**src/rtl/elastic_pipeline_pkg.sv**
```systemverilog
// elastic_pipeline_pkg
//   Shared constants and helpers for the elastic pipeline:
//   - DEF_WIDTH / DEF_DEPTH : default data width and stage count
//   - clog2()               : ceiling log2, used to size the occupancy counter
package elastic_pipeline_pkg;

  localparam int DEF_WIDTH = 16;
  localparam int DEF_DEPTH = 8;

  // Smallest n with 2**n >= value; value is expected to be >= 2 here.
  function automatic int clog2(input int value);
    int result;
    result = 0;
    for (int i = 0; i < 31; i++) begin
      if ((32'sd1 <<< i) < value) begin
        result = i + 1;
      end else begin
        result = result;
      end
    end
    return result;
  endfunction

endpackage

```
**src/rtl/elastic_pipeline_pipe_stage.sv**
```systemverilog
// pipe_stage
//   One valid/data register pair of the elastic pipeline.
//   Ports:
//     clk, rst_n    : clock, asynchronous active-low reset
//     flush         : synchronous clear of the valid bit
//     load_i        : stage is ready; capture valid_i/data_i on this edge
//     valid_i/data_i: predecessor stage (or upstream input for stage 0)
//     valid_o/data_o: registered stage contents
//     valid_next_o  : valid bit that will be captured on the next edge
module pipe_stage #(
  parameter int WIDTH = 16
) (
  input  logic             clk,
  input  logic             rst_n,
  input  logic             flush,
  input  logic             load_i,
  input  logic             valid_i,
  input  logic [WIDTH-1:0] data_i,
  output logic             valid_o,
  output logic [WIDTH-1:0] data_o,
  output logic             valid_next_o
);

  logic             valid_d, valid_q;
  logic [WIDTH-1:0] data_d, data_q;

  // Next-state: flush wins, otherwise load when ready, otherwise hold.
  always_comb begin
    valid_d = valid_q;
    data_d  = data_q;
    if (flush) begin
      // Data is left untouched; a cleared valid bit makes it don't-care.
      valid_d = 1'b0;
    end else if (load_i) begin
      valid_d = valid_i;
      data_d  = data_i;
    end else begin
      valid_d = valid_q;
      data_d  = data_q;
    end
  end

  // Stage registers with asynchronous clear.
  always_ff @(posedge clk or negedge rst_n) begin
    if (!rst_n) begin
      valid_q <= 1'b0;
      data_q  <= '0;
    end else begin
      valid_q <= valid_d;
      data_q  <= data_d;
    end
  end

  assign valid_o      = valid_q;
  assign data_o       = data_q;
  assign valid_next_o = valid_d;

endmodule

```
**src/rtl/elastic_pipeline.sv**
```systemverilog
// elastic_pipeline
//   DEPTH-stage valid/ready pipeline whose empty stages (bubbles) collapse
//   forward even while the output is stalled.
//   Ports:
//     clk, rst_n          : clock, asynchronous active-low reset
//     flush               : synchronous clear of every stage
//     in_valid/in_data    : upstream word, in_ready accepts it
//     out_valid/out_data  : word in the last stage, out_ready consumes it
//     occupancy           : registered count of valid stages
module elastic_pipeline
  import elastic_pipeline_pkg::*;
#(
  parameter int WIDTH = DEF_WIDTH,
  parameter int DEPTH = DEF_DEPTH
) (
  input  logic                        clk,
  input  logic                        rst_n,
  input  logic                        flush,
  input  logic                        in_valid,
  input  logic [WIDTH-1:0]            in_data,
  output logic                        in_ready,
  output logic                        out_valid,
  output logic [WIDTH-1:0]            out_data,
  input  logic                        out_ready,
  output logic [clog2(DEPTH+1)-1:0]   occupancy
);

  localparam int OCC_W = clog2(DEPTH+1);

  logic [DEPTH-1:0] stage_v_s;
  logic [DEPTH-1:0] stage_v_next_s;
  logic [WIDTH-1:0] stage_d_s [DEPTH];
  logic [DEPTH:0]   ready_s;
  logic [OCC_W-1:0] occ_d, occ_q;

  // Ready chain from the output back to the input: a stage can take a new
  // word if it is empty or its successor is moving.
  always_comb begin
    ready_s        = '0;
    ready_s[DEPTH] = out_ready;
    for (int k = DEPTH - 1; k >= 0; k--) begin
      ready_s[k] = ~stage_v_s[k] | ready_s[k+1];
    end
  end

  for (genvar k = 0; k < DEPTH; k++) begin : g_stage
    logic             vin_s;
    logic [WIDTH-1:0] din_s;

    if (k == 0) begin : g_head
      assign vin_s = in_valid;
      assign din_s = in_data;
    end else begin : g_body
      assign vin_s = stage_v_s[k-1];
      assign din_s = stage_d_s[k-1];
    end

    pipe_stage #(
      .WIDTH (WIDTH)
    ) u_stage (
      .clk          (clk),
      .rst_n        (rst_n),
      .flush        (flush),
      .load_i       (ready_s[k]),
      .valid_i      (vin_s),
      .data_i       (din_s),
      .valid_o      (stage_v_s[k]),
      .data_o       (stage_d_s[k]),
      .valid_next_o (stage_v_next_s[k])
    );
  end

  // Population count of the next valid vector, so occupancy lands on the
  // same edge as the stage valid bits.
  always_comb begin
    occ_d = '0;
    for (int k = 0; k < DEPTH; k++) begin
      occ_d = occ_d + OCC_W'(stage_v_next_s[k]);
    end
  end

  // Occupancy register.
  always_ff @(posedge clk or negedge rst_n) begin
    if (!rst_n) begin
      occ_q <= '0;
    end else begin
      occ_q <= occ_d;
    end
  end

  assign in_ready  = ready_s[0] & ~flush;
  assign out_valid = stage_v_s[DEPTH-1];
  assign out_data  = stage_d_s[DEPTH-1];
  assign occupancy = occ_q;

endmodule
```
**config.mk**
```make
export PLATFORM = sky130hd
export DESIGN_NAME = elastic_pipeline
export DESIGN_NICKNAME = d
export VERILOG_FILES = /design/src/rtl/elastic_pipeline_pkg.sv /design/src/rtl/elastic_pipeline_pipe_stage.sv /design/src/rtl/elastic_pipeline.sv
export SDC_FILE = /design/constraint.sdc
export NUM_CORES = 1
export LEC_CHECK = 0
export CAP_MARGIN = 40
export CORE_MARGIN = 2
export CORE_UTILIZATION = 52
export CTS_CLUSTER_SIZE = 8
export DETAILED_ROUTE_END_ITERATION = 10
export GPL_ROUTABILITY_DRIVEN = 0
export GPL_TIMING_DRIVEN = 0
export PLACE_DENSITY = 0.75
export SYNTH_ARGS = -nofsm -noshare
export SYNTH_HDL_FRONTEND = slang
export SYNTH_SLANG_ARGS = --single-unit
```
**constraint.sdc**
```tcl
create_clock -name clk -period 3.48 [get_ports clk]
set_input_delay 0.522 -clock clk [delete_from_list [all_inputs] [get_ports clk]]
set_output_delay 0.522 -clock clk [all_outputs]
set_load 0.02 [all_outputs]
```
# --- After elaboration in Yosys (flattened, before gate mapping) ---
# Index checks and enable logic that the tools add are counted.
totals:
  elab_cells: 66
  inputBits: 21
  output_inout_bits: 22
  ff_bits: 140
op_classes:
  add_sub_neg: 7
  n_reduce_logical: 8
  mux: 16
  bitwise: 18
ops:
  columns: ["operator", "count"]
  rows:
  - ["adder 4 x 1 -> 4 bit", 4]
  - ["two-way mux 1 bit", 16]
  - ["AND reduction 2 bit", 8]
  - ["NOT 1 bit", 9]
  - ["OR 1 bit", 8]
  - ["adder 3 x 1 -> 4 bit", 1]
  - ["adder 2 x 1 -> 3 bit", 1]
  - ["adder 1 x 1 -> 2 bit", 1]
  - ["bitwise AND 1 bit", 1]

# --- Longest topological paths before layout ---
depth:
  word_depth: 18
  ltp_mapped: 13
  ltp_nobuf: 11

# --- By module ---
# A second synthesis with hierarchy kept.
hier_totals:
  hier_cells: 344
  hier_area_um2: 5998.3
by_module_without_submodules:
  columns: ["module", "area_per_inst_um2", "seq_area_each_um2", "cells_each", "instances"]
  rows:
  - ["pipe_stage", 701.9, 425.4, 38, 8]
  - ["elastic_pipeline", 382.9, 100.1, 40, 1]

# --- Least setup slack after synthesis ---
# Ideal clock, no wire load.
synth_timing:
  kind: "input port to flip-flop"
  startpoint: "in out_ready"
  endpoint: "reg occ_q[2] (netlist: occupancy[2])"
  slack_ns: -0.161
  required_time_ns: 3.357
  cell_stages: 12
  arrival_ns: 3.519
  cell_sequence: "and4b_2 > buf_6 > a31oi_1 > or2_2 > fa_1 > fa_1 > fa_1 > inv_1 > ha_1 > inv_1 > fa_1 > xnor2_1"
synth_between:
  elab_chain_len: 17
  elab_cells_between_ends: 31
  classes_between: "add/sub: 7; mux: 16; bitwise: 8"
synth_rtl:
  columns: ["element", "line_no", "source"]
  rows:
  - ["start, declared", "elastic_pipeline.sv:24", "input logic out_ready,"]
  - ["OR 1 bit *", "elastic_pipeline.sv:42", "ready_s[k] = ~stage_v_s[k] | ready_s[k+1];"]
  - ["OR 1 bit (7 in a row)", "elastic_pipeline.sv:42", null]
  - ["two-way mux 1 bit", "elastic_pipeline_pipe_stage.sv:34", "end else if (load_i) begin"]
  - ["two-way mux 1 bit", "elastic_pipeline_pipe_stage.sv:31", "if (flush) begin"]
  - ["adder 1 x 1 -> 2 bit", "elastic_pipeline.sv:78", "occ_d = occ_d + OCC_W'(stage_v_next_s[k]);"]
  - ["adder 2 x 1 -> 3 bit", "elastic_pipeline.sv:78", null]
  - ["adder 3 x 1 -> 4 bit", "elastic_pipeline.sv:78", null]
  - ["adder 4 x 1 -> 4 bit (3 in a row)", "elastic_pipeline.sv:78", null]
  - ["adder 4 x 1 -> 4 bit *", "elastic_pipeline.sv:78", null]
  - ["via occ_d[2]", "elastic_pipeline.sv:34", "logic [OCC_W-1:0] occ_d, occ_q;"]
  - ["end signal, assigned", "elastic_pipeline.sv:85", "occ_q <= '0;"]
  - ["end signal, assigned", "elastic_pipeline.sv:87", "occ_q <= occ_d;"]
  - ["end, declared", "elastic_pipeline.sv:34", null]
# Mark *: on every way through the listed nets, which the timed path passes. The rest lies on a longest branch.
# A chain may end at the register's enable or synchronous reset.

# --- Final worst setup path ---
layout_timing:
  startpoint: "reg g_stage[3].u_stage.valid_q"
  endpoint: "reg occ_q[1] (netlist: occupancy[1])"
layout_between:
  elab_chain_len: 14
  elab_cells_between_ends: 22
  classes_between: "add/sub: 7; mux: 10; bitwise: 5"
layout_rtl:
  columns: ["element", "line_no", "source"]
  rows:
  - ["start, declared", "elastic_pipeline_pipe_stage.sv:24", "logic valid_d, valid_q;"]
  - ["start signal, assigned", "elastic_pipeline_pipe_stage.sv:49", "valid_q <= valid_d;"]
  - ["NOT 1 bit", "elastic_pipeline.sv:42", null]
  - ["OR 1 bit (4 in a row)", "elastic_pipeline.sv:42", null]
  - ["two-way mux 1 bit", "elastic_pipeline_pipe_stage.sv:34", null]
  - ["two-way mux 1 bit", "elastic_pipeline_pipe_stage.sv:31", null]
  - ["adder 1 x 1 -> 2 bit", "elastic_pipeline.sv:78", null]
  - ["adder 2 x 1 -> 3 bit", "elastic_pipeline.sv:78", null]
  - ["adder 3 x 1 -> 4 bit", "elastic_pipeline.sv:78", null]
  - ["adder 4 x 1 -> 4 bit * (4 in a row)", "elastic_pipeline.sv:78", null]
  - ["via occ_d[1]", "elastic_pipeline.sv:34", null]
# Marks and branches as above.

==> summary.md <==
| Metric | Value |
|---|---|
| Run status | `finished with violations` |
| Violated checks | `setup timing` |
| Vias in the first global route | `between 3k and 4k` |
| TritonCTS clock tree | `done` |
| Area growth from synthesis to final layout | `24.4%` |
| Cell types occupying the most area after synthesis | `dfrtp_1, mux2_2, mux2_4` |
| Worst-case clock skew | `between 0.006 and 0.007 ns` |
| Filler cell count | `approximately 740` |
| Post-synth top area cell | `dfrtp_1` |
| DR DRC count | `0` |
| Worst setup path end | `occupancy[1]$_DFF_PN0_` |
| Worst setup slack after placement | `-0.789 ns` |
| Vias per std cell | `slightly above 5` |
| Number of clock sinks seen by CTS | `140` |
| Transition time at the pin with the least slew margin | `between 0.5 and 0.6 ns` |
| Number of distinct library cells after synthesis | `28` |
| Post-Synthesis Net Count | `362` |
| Root buffer cell | `clkbuf_8` |
| Initial Util | `0.535` |
| Fraction of the core area covered by cells at the end of the flow | `0.665` |
| Total number of yosys warnings | `0` |
| CP Launch Point | `g_stage[3].u_stage.valid_o$_DFF_PN0_` |
| Peak clock frequency supported by timing | `286 MHz` |
| Post-route clock period utilization | `1.00` |
| Detailed-placement wirelength estimate | `5510 µm` |
| Wire length of the first global-routing pass | `approximately 15,000 µm` |
| DR vias | `approximately 2.8k` |
| TritonCTS Buffers | `17` |
| Clk slew on worst S/H paths | `approximately 0.06 ns` |
| Final setup margin | `-0.0110 ns` |
| Global route total overflow | `0` |
| Share of layout cells above drive strength 1 | `0.489` |
| Mapped Avg Cell Area | `between 15 and 20 µm²` |
| Top-area cell type share of the netlist area | `0.634` |
| Final setup violation count | `1` |
| Pleak | `between 2 and 3 nW` |
| Slack of the worst reg-to-reg path | `-0.01 ns` |
| Logic depth of the worst register-to-register path | `12` |
| Launch point of the worst hold path | `g_stage[5].u_stage.data_o[5]$_DFFE_PN0P_` |
| Number of levels the H-tree was split into | `4` |
| Cell Count Post-Placement | `512` |
| Crit path launch type | `flop` |
| Hold WC Path Type | `reg -> reg` |
| Data arrival time at the worst-slack endpoint | `3.89 ns` |
| Floorplan die height | `107 µm` |
| Netlist area before placement | `5520 µm²` |
| Count of non-filler cells in the finished layout | `approximately 560` |
| Pin count of the biggest net entering global routing | `approximately 100` |
| Placeable Area | `roughly 10,000 µm²` |
| Placement Rows | `37` |
| Antenna-violating nets left | `0` |
| Global-route total usage across every layer | `0.169` |
| Sequential element share of the synthesized area | `0.634` |
| Worst r2r src | `g_stage[3].u_stage.valid_o$_DFF_PN0_` |
| CP required | `3.88 ns` |
| Die span in x | `107 µm` |
| Input/output buffers | `41` |
| Hold violation count in the final report | `0` |
| IR drop worst, VDD | `about 0.32 mV` |
| Total power | `0.00482 W` |
| Setup repair after global routing missed its margin | `yes` |
| Setup TNS after final layout | `-0.0110 ns` |
| Total Routed Length | `8330 µm` |
| Number of cells produced by synthesis | `334` |
| Pins Over Slew Limit | `0` |
| FF+latch count, synth | `140` |
| I/O pin count | `43` |
| Source-to-sink clock delay at the later pin of the worst-skew pair | `around 0.51 ns` |
| Min cycle time layout | `between 3 and 4 ns` |
| Peak per-stage delay on the critical path | `about 0.55 ns` |
| Ratio of total power to cell area | `roughly 700 nW/µm²` |
| Headroom to the max-slew limit | `0.632` |
| Antenna cells | `0` |
| Maximum Capacitance Violations | `0` |
| Most prevalent standard cell on the critical path | `fa_1` |
| Floorplan die area | `11,500 µm²` |
| First-iteration detailed-routing DRC count | `79` |
| Count of TritonRoute iterations in the first routing pass | `4` |
| Number of antenna violations at the first check in global routing | `0` |
| Worst-path fanout max | `6` |
| Crit path kind | `reg -> reg` |
| Avg WL per Cell | `15.0 µm` |
| Number of buffers on the longest clock path | `2` |
| Crit path cell chain | `and4_1, buf_6, a31oi_4, or2_4, fa_1, fa_1, fa_1, inv_2, ha_4, inv_2, fa_2, inv_1` |
| Slowest CP cell | `fa_1` |
| Capturing point of the worst reg2reg path | `occupancy[1]$_DFF_PN0_` |
| Final layout net count | `roughly 430` |
| Crit. End Element | `flop` |
## cell usage after synthesis, drive strengths merged
cell      n
dfrtp   140
mux2    128
nor2     14
buf      13
inv       7
or2       7
a21oi     5
a31oi     4
fa        4
ha        3
a41oi     2
nor2b     2
and3b     1
and4      1
and4b     1
clkbuf    1
xnor2     1
## layout by cell type, fill, tap and decap left out, drive strengths merged, types with 2 or more instances in the layout
master / synthesis / final
dfrtp: 140 / 140
mux2: 128 / 128
clkdlybuf4s50: 0 / 39
buf: 13 / 25
clkbuf: 1 / 23
nor2: 14 / 14
inv: 7 / 8
or2: 7 / 7
a21oi: 5 / 5
fa: 4 / 4
clkinv: 0 / 4
a31oi: 4 / 4
bufinv: 0 / 3
ha: 3 / 3
nor2b: 2 / 2
clkinvlp: 0 / 2
a41oi: 2 / 2
## layout make-up
cell class,instances,area (µm²),share of cell area
multi-input cells,173,1920,0.279
flip-flops and latches,140,3500,0.510
well taps,136,170,0.0248
inverters,7,26.3,0.00383
clock buffers,22,463,0.0674
clock inverters,10,138,0.0200
repair buffers,53,523,0.0761
plain buffers,14,129,0.0188
## cell families (layout without fill, tap and decap cells)
logic type	Yosys count	after routing	synth area share
AO/OA/AOI/OAI	11	11	0.0215
XOR/XNOR	1	1	0.00159
adder cells (fa/ha/maj)	7	7	0.0213
buffers and inverters	21	106	0.0274
flip-flops	140	140	0.634
multiplexers	128	128	0.267
AND/OR/NAND/NOR	26	26	0.0267
## worst min path at each step
| stage | end | slack [ns] | depth (start not counted) |
|---|---|---|---|
| floorplan | g_stage[0].u_stage.data_o[0]$_DFFE_PN0P_ | 0.23 | 0 |
| CTS | g_stage[1].u_stage.data_o[14]$_DFFE_PN0P_ | 0.49 | 2 |
| detailed placement | g_stage[0].u_stage.data_o[14]$_DFFE_PN0P_ | 0.45 | 1 |
| finish | g_stage[5].u_stage.data_o[5]$_DFFE_PN0P_ | 0.49 | 1 |
| global route | g_stage[0].u_stage.data_o[12]$_DFFE_PN0P_ | 0.50 | 2 |
| global placement | g_stage[5].u_stage.data_o[5]$_DFFE_PN0P_ | 0.47 | 1 |
## critical path, delay by kind of cell (launching register included)
family                     cells  cell delay [ns]
AOI/OAI and AO/OA              1             0.09
adders and majority gates      5             2.10
buffers and inverters          4             0.30
DFF                            1             0.43
and+or+nand+nor                2             0.47
## metal layers
metal / vias to the layer above / track usage / routed length [µm]
met3: 10 / 0.0438 / 254
met1: 1438 / 0.219 / 3830
met4: 0 / 0.0705 / 123
met2: 43 / 0.271 / 4120
met5: - / 0 / 0
li1: 1323 / - / -
## power breakdown
| group | internal, W | switching, W |
|---|---|---|
| clock | 0.00115 | 0.000628 |
| sequential | 0.00203 | 0.000210 |
| combinational | 0.000494 | 0.000306 |
| total | 0.00367 | 0.00114 |
## repair_timing
action | CTS | global route
pin swaps | 4 | 1
setup endpoints to repair | 2 | 2
hold buffers | 1 | 0
hold endpoints to repair | 38 | 0
gates resized for setup | 9 | 4
buffers inserted | 8 | 2
## through the flow
stage / hold slack [ns] / area [µm²]
after floorplan: 0.226 / 5530
after global placement: 0.475 / 6110
after detailed placement: 0.448 / 6140
after CTS: 0.486 / 6830
after global routing: 0.503 / 6870
final: 0.492 / 6870
## registers in the layout, indices dropped and copies added, names as in the netlist
register                 cells
g_stage.u_stage.data_o     128
occupancy                    4
g_stage.u_stage.valid_o      8
(Power assumes the default switching activity.)
